--- config.mk ---
export PLATFORM = sky130hd
export DESIGN_NAME = fact_arb
export DESIGN_NICKNAME = d
export VERILOG_FILES = /design/src/rtl/fact_arb.sv
export SDC_FILE = /design/constraint.sdc
export NUM_CORES = 1
export LEC_CHECK = 0
export CAP_MARGIN = 20
export CORE_UTILIZATION = 35
export DETAILED_ROUTE_END_ITERATION = 6
export DONT_BUFFER_PORTS = 1
export PLACE_DENSITY = 0.58
export SYNTH_ARGS = -nofsm -noshare
export SYNTH_HDL_FRONTEND = slang
export SYNTH_SLANG_ARGS = --single-unit
--- constraint.sdc ---
create_clock -name clk -period 2.55 [get_ports clk]
set_clock_uncertainty 0.1 [all_clocks]
set_input_delay 0.255 -clock clk [delete_from_list [all_inputs] [get_ports clk]]
set_output_delay 0.255 -clock clk [all_outputs]
set_load 0.01 [all_outputs]
--- src/rtl/fact_arb.sv ---
// fact_arb: round-robin sequencer that shares one factorial accelerator
// between two requesters. A job walks IDLE -> GO -> WAIT -> RESP -> IDLE.
// The result (or an error after a fact_err or a timeout) goes back to the
// requester that owns the job over a valid/ack handshake.
module fact_arb #(
  parameter int NW      = 4,
  parameter int DW      = 32,
  parameter int TIMEOUT = 1023
) (
  input  logic          clk,
  input  logic          rst,
  input  logic          req0,
  input  logic          req1,
  input  logic [NW-1:0] n0,
  input  logic [NW-1:0] n1,
  output logic          gnt0,
  output logic          gnt1,
  output logic          rsp_valid0,
  output logic          rsp_valid1,
  input  logic          rsp_ack0,
  input  logic          rsp_ack1,
  output logic          rsp_err0,
  output logic          rsp_err1,
  output logic [DW-1:0] rsp_data0,
  output logic [DW-1:0] rsp_data1,
  output logic [NW-1:0] fact_n,
  output logic          fact_go,
  input  logic          fact_done,
  input  logic          fact_err,
  input  logic [DW-1:0] fact_nf,
  output logic          busy
);

  localparam int CW = $clog2(TIMEOUT + 1);

  typedef enum logic [1:0] {
    S_IDLE = 2'd0,
    S_GO   = 2'd1,
    S_WAIT = 2'd2,
    S_RESP = 2'd3
  } state_t;

  state_t          r_state;
  state_t          w_state_nxt;
  logic            r_rr;        // owner of the last completed job; the other side wins a tie
  logic            r_owner;     // requester that owns the job in flight
  logic [NW-1:0]   r_n;
  logic [DW-1:0]   r_data;
  logic            r_err;
  logic [CW-1:0]   r_cnt;       // WAIT cycles already spent on this job

  logic            w_gnt0;
  logic            w_gnt1;
  logic            w_done_ok;
  logic            w_timeout;
  logic            w_ack;

  // A stale done from the previous job may still be high during the first
  // WAIT cycle, so done only counts once at least one WAIT cycle has passed.
  assign w_done_ok = fact_done && (r_cnt != {CW{1'b0}});
  // r_cnt is zero in the first WAIT cycle, so this fires in the TIMEOUT-th one.
  assign w_timeout = (r_cnt == CW'(TIMEOUT - 1));
  assign w_ack     = r_owner ? rsp_ack1 : rsp_ack0;

  // Round-robin grant decision, only offered while idle and out of reset.
  always_comb begin
    w_gnt0 = 1'b0;
    w_gnt1 = 1'b0;
    if ((r_state == S_IDLE) && !rst) begin
      if (req0 && req1) begin
        if (r_rr) begin
          w_gnt0 = 1'b1;
        end else begin
          w_gnt1 = 1'b1;
        end
      end else if (req0) begin
        w_gnt0 = 1'b1;
      end else if (req1) begin
        w_gnt1 = 1'b1;
      end else begin
        w_gnt0 = 1'b0;
      end
    end else begin
      w_gnt0 = 1'b0;
    end
  end

  // Next-state logic for the job sequencer.
  always_comb begin
    w_state_nxt = r_state;
    case (r_state)
      S_IDLE: begin
        if (w_gnt0 || w_gnt1) begin
          w_state_nxt = S_GO;
        end else begin
          w_state_nxt = S_IDLE;
        end
      end
      S_GO: begin
        w_state_nxt = S_WAIT;
      end
      S_WAIT: begin
        if (w_done_ok || w_timeout) begin
          w_state_nxt = S_RESP;
        end else begin
          w_state_nxt = S_WAIT;
        end
      end
      S_RESP: begin
        if (w_ack) begin
          w_state_nxt = S_IDLE;
        end else begin
          w_state_nxt = S_RESP;
        end
      end
      default: begin
        w_state_nxt = S_IDLE;
      end
    endcase
  end

  // State register; a reset aborts any job in flight.
  always_ff @(posedge clk or posedge rst) begin
    if (rst) begin
      r_state <= S_IDLE;
    end else begin
      r_state <= w_state_nxt;
    end
  end

  // Job datapath: operand/owner latch, timeout counter, result capture, rr pointer.
  always_ff @(posedge clk or posedge rst) begin
    if (rst) begin
      r_rr    <= 1'b1;
      r_owner <= 1'b0;
      r_n     <= {NW{1'b0}};
      r_data  <= {DW{1'b0}};
      r_err   <= 1'b0;
      r_cnt   <= {CW{1'b0}};
    end else begin
      case (r_state)
        S_IDLE: begin
          if (w_gnt0) begin
            r_n     <= n0;
            r_owner <= 1'b0;
          end else if (w_gnt1) begin
            r_n     <= n1;
            r_owner <= 1'b1;
          end
        end
        S_GO: begin
          r_cnt <= {CW{1'b0}};
        end
        S_WAIT: begin
          if (r_cnt != CW'(TIMEOUT)) begin
            r_cnt <= r_cnt + CW'(1);
          end
          // done takes priority over a timeout landing in the same cycle
          if (w_done_ok) begin
            r_data <= fact_err ? {DW{1'b0}} : fact_nf;
            r_err  <= fact_err;
          end else if (w_timeout) begin
            r_data <= {DW{1'b0}};
            r_err  <= 1'b1;
          end
        end
        S_RESP: begin
          if (w_ack) begin
            r_rr <= r_owner;
          end
        end
        default: begin
          r_cnt <= {CW{1'b0}};
        end
      endcase
    end
  end

  // Outputs are decoded from the state and owner registers; the non-owner
  // side of the response port stays at zero.
  assign gnt0       = w_gnt0;
  assign gnt1       = w_gnt1;
  assign fact_go    = (r_state == S_GO);
  assign fact_n     = r_n;
  assign busy       = (r_state != S_IDLE);
  assign rsp_valid0 = (r_state == S_RESP) && !r_owner;
  assign rsp_valid1 = (r_state == S_RESP) &&  r_owner;
  assign rsp_err0   = rsp_valid0 && r_err;
  assign rsp_err1   = rsp_valid1 && r_err;
  assign rsp_data0  = rsp_valid0 ? r_data : {DW{1'b0}};
  assign rsp_data1  = rsp_valid1 ? r_data : {DW{1'b0}};

endmodule
Word level (Yosys, flattened, before mapping):

Index checks and enable logic that the tools add are counted.
Widths: inputs -> output; s select.

* input port bits: 48
* logic and storage cells: 62
* flip-flop bits (word level): 51
* output and inout port bits: 76

* muxes and demuxes: 27
* equal/unequal tests: 6
* add/subtract/negate cells: 1
* reductions and logical operators: 21

Operators by type and width (number)
* $mux 32: 5
* $pmux 10 s2: 1
* $mux 1: 16
* $add 10x1->10 const B: 1
* $eq 10x10->1 const B: 1
* $mux 10: 1
* $ne 10x10->1 const B: 1
* $reduce_bool 10->1: 1
* $mux 4: 2
* $pmux 2 s4: 1
* $reduce_and 2->1: 4
* $reduce_bool 2->1: 4
* $logic_and 1x1->1: 7
* $eq 2x2->1 const B: 2
* $eq 2x1->1 const B: 1
* $logic_not 1->1: 2
* $logic_not 2->1: 1
* $logic_or 1x1->1: 2
* $mux 2: 1
* $ne 2x2->1 const B: 1

Logic depth before layout (Yosys ltp):

* depth after elaboration: 7
* depth in mapped cells: 7
* mapped depth without buffers: 6

Least setup slack after synthesis:

OpenSTA, ideal clock, no wires.

* kind: register to register
* start: register r_cnt[0]
* end: register r_data[0]
* arrival: 1521 ps
* cell stages (with the launch flop): 7
* library setup time: 65 ps
* path buffers: 1
* slack: 864 ps
* clock period less this slack: 1686 ps
* required time: 2385 ps
* cells stage by stage: dfrtp_1 > inv_1 > ha_1 > a41oi_2 > nor3b_4 > buf_6 > a22o_1

* word-level cells in the longest chain between the ends: 4
* elaborated cells on any way between the ends: 6
* those cells by class: 1 x eq/ne; 1 x mux; 4 x reduce/logical

RTL lines
* start: declaration: line 50 `logic [CW-1:0] r_cnt;`
* start signal: assignment: line 139 `r_cnt <= {CW{1'b0}};`
* start signal: assignment: line 152 `r_cnt <= {CW{1'b0}};`
* start signal: assignment: line 156 `r_cnt <= r_cnt + CW'(1);`
* $reduce_bool 10->1: line 60 `assign w_done_ok = fact_done && (r_cnt != {CW{1'b0}});`
* $logic_and 1x1->1: line 60
* $reduce_bool 2->1 (no source line)
* $reduce_and 2->1 (no source line)
* end signal: assignment: line 137 `r_data <= {DW{1'b0}};`
* end signal: assignment: line 160 `r_data <= fact_err ? {DW{1'b0}} : fact_nf;`
* end signal: assignment: line 163 `r_data <= {DW{1'b0}};`
* end: declaration: line 48 `logic [DW-1:0] r_data;`

Several ways; a longest one is shown, not always the timed one.
A chain may end at the register's enable or synchronous reset.

Final worst setup path:

* start: register r_state[0]
* end: output port rsp_data1[19]

* word-level cells in the longest chain between the ends: 3

RTL lines
* start: declaration: line 43 `state_t r_state;`
* start signal: assignment: line 127 `r_state <= w_state_nxt;`
* $eq 2x2->1: line 187 `assign rsp_valid1 = (r_state == S_RESP) && r_owner;`
* $logic_and 1x1->1: line 187
* $mux 32: line 191 `assign rsp_data1 = rsp_valid1 ? r_data : {DW{1'b0}};`
* end: declaration: line 25 `output logic [DW-1:0] rsp_data1,`

Every way passes these cells.

==> impl_metrics.json <==
{
  "yosysTopAreaCellShare_pct": 45.9,
  "required_ns": 2.19,
  "synth_edf_count": 0,
  "synth_top_flop_cell": "dfrtp_1",
  "rows": 31,
  "post-route-util_pct": 43.8,
  "syn_avg_cell_area_um2": 9.95,
  "routabilityCongestion": 0.836,
  "cts_setup_buffers": 0,
  "grt_pass1_wl_mm": 10.6,
  "crit_type": "flop to output port",
  "hold_depth": 2,
  "final_common_cell": "and2_1",
  "postSynthCellCount": 274,
  "drive_gt1_share_pct": 8.82,
  "reg2reg_setup_slack_ns": 0.63,
  "nets": 356,
  "layout_common_cells": "66 x and2_1, 50 x dfrtp_1, 34 x dlygate4sd3_1",
  "power_uw": 3120,
  "reg2reg_to": "r_cnt[9]",
  "port_buffers": 0,
  "coreArea_mm2": 0.00741,
  "hold_viol": 0,
  "postRouteAntennaNets": 0,
  "clkPwrFrac_pct": 14.7,
  "drtIter0Drc": 63,
  "r2r_cells": 5,
  "hpwl_mm": 4.35,
  "diodes": 0,
  "async_flop_share_pct": 100,
  "vias_per_cell": 5.33,
  "start_util_pct": 36.8,
  "hold_path_end": "fact_n[3]",
  "min-delay-start": "n0[3]",
  "min_period_ns": 2.20,
  "area_growth_syn_to_layout_pct": 19.1,
  "switching_share_pct": 40.3,
  "intPower_uw": 1860,
  "clk_path_buf_depth": 2,
  "firstDrtPassIters": 4,
  "p_sw_uw": 1260,
  "min_path_type": "input port to flop",
  "max_freq_ghz": 0.454,
  "cts_num_sinks": 51,
  "pwr-share-seq_pct": 46.3,
  "antenna_found_initial": 0,
  "place_ws_ns": 0.610,
  "finalSetupTns_ns": 0,
  "drc": 0,
  "yosysSeqAreaShare_pct": 46.9,
  "synth_area_mm2": 0.00273,
  "cts_buffers": 5,
  "dieArea_mm2": 0.00815,
  "synth_cell_types": 41,
  "fp.dieW_um": 90.3,
  "grt.overflow.total": 0,
  "routed-via-count": 2158,
  "finalMaxSlewViolations": 0,
  "setup_viol": 0,
  "wl_per_cell_um": 15.9,
  "clk_latency_ns": 0.30,
  "syn_nets": 325,
  "cts_hold_buffers": 34,
  "grt_max_degree": 52,
  "max-cap-violations": 0,
  "p_leak_uw": 0.00149,
  "yosysTopAreaCell": "dfrtp_1",
  "path_clk_slew_ns": 0.09,
  "ir_drop_uv": 434,
  "fin_crit_sh_pct": 86.4,
  "rsz0062_at_grt": "false",
  "crit_path_end_kind": "output port",
  "htreeDepth": 2,
  "synthTopCellsByArea": "dfrtp_1 46%, and2_1 15%, a22o_1 10%, nand3_1 2.8%, a21oi_1 1.8%",
  "crit_fanout": 30,
  "power_frac_comb_pct": 39.0,
  "cts-resized-gates": 0,
  "worstPathArrival_ns": 1.85,
  "ys_ff_latch": 51,
  "startpoint_type": "flop",
  "status": "completed",
  "routed_wl_mm": 6.46,
  "setup_ws_ns": 0.347,
  "relSlewSlack_pct": 57.0,
  "grt_pass1_vias": 2053,
  "die_h_um": 90.3,
  "io_pins": 124,
  "yosys_warnings": 0,
  "cts_root_buf": "clkbuf_8",
  "cts_tree": "built",
  "power_density_mw_per_mm2": 960,
  "worstMarginPinSlew_ns": 0.644,
  "timing.rr.start": "r_cnt[0]",
  "track_usage_pct": 16.3
}
power by group through the flow:
| stage | logic [uW] | registers (uW) | clock network (uW) |
|---|---|---|---|
| 2_1_floorplan | 1030 | 1330 | 0 |
| 4_1_cts | 1240 | 1440 | 487 |
| 5_1_grt | 1370 | 1500 | 504 |
| 3_5_place_dp | 1190 | 1450 | 0 |
| 3_3_place_gp | 1160 | 1460 | 0 |
| 6_report | 1220 | 1440 | 459 |
how the worst max path moves through the flow:
stage,endpoint,startpoint
floorplan,r_data[0],r_cnt[0]
global placement,rsp_err1,r_state[0]
detailed placement,r_cnt[7],r_cnt[0]
CTS,rsp_err1,r_state[0]
global route,rsp_data1[19],r_state[0]
finish,rsp_data1[19],r_state[0]
cell usage after synthesis (3+ instances only):
cell type / number
inv_1: 11
clkbuf_1: 9
a31oi_1: 4
o21ai_0: 4
ha_1: 3
dfrtp_1: 50
mux2i_1: 5
a21oi_1: 10
nand3_1: 15
a22o_1: 32
buf_2: 4
nor3_1: 4
and2_1: 66
nor2_1: 10
o21ai_1: 3
nand2_1: 11
buf_6: 3
area by class of cell:
class | instances | area, um^2
Tap cell | 99 | 124
Clock buffer | 6 | 72.6
Sequential cell | 51 | 1280
Clock inverter | 2 | 12.5
Multi-Input combinational cell | 194 | 1310
Timing Repair Buffer | 41 | 405
Fill cell | 701 | 4160
Inverter | 12 | 45.0
metrics by stage:
stage / instance area (um^2) / hold slack, ns / instances
2_1_floorplan: 2730 / 0.295 / 274
3_3_place_gp: 2820 / 0.261 / 363
3_5_place_dp: 2820 / 0.269 / 363
4_1_cts: 3250 / 0.00510 / 405
5_1_grt: 3250 / 0.0221 / 405
6_report: 3250 / 0.0128 / 405
state kept, by name, indices dropped and copies added (netlist names):
signal,flops
r_err,1
r_data,32
r_rr,1
r_owner,1
fact_n,4
r_cnt,10
r_state,2
cell families (layout without fill, tap and decap cells):
group,Yosys count,after routing,share of synthesized area (%)
AOI/OAI and AO/OA,63,63,18.1
adders and majority gates,3,3,1.38
buffers and inverters,29,61,5.14
DFF,51,51,46.9
muxes,6,6,2.25
and+or+nand+nor,122,122,26.3
per-layer routing:
metal	part of all wire (%)	track usage, %
met1	46	21.6
met2	47	26.6
met3	7.2	4.55
met4	0.60	3.09
met5	0	0
worst max-delay path, stage by stage (launching register included):
cell and delay [ns]:
dfrtp_1 0.64, and3_1 0.35, buf_4 0.31, and2_1 0.24
(Power assumes the default switching activity.)
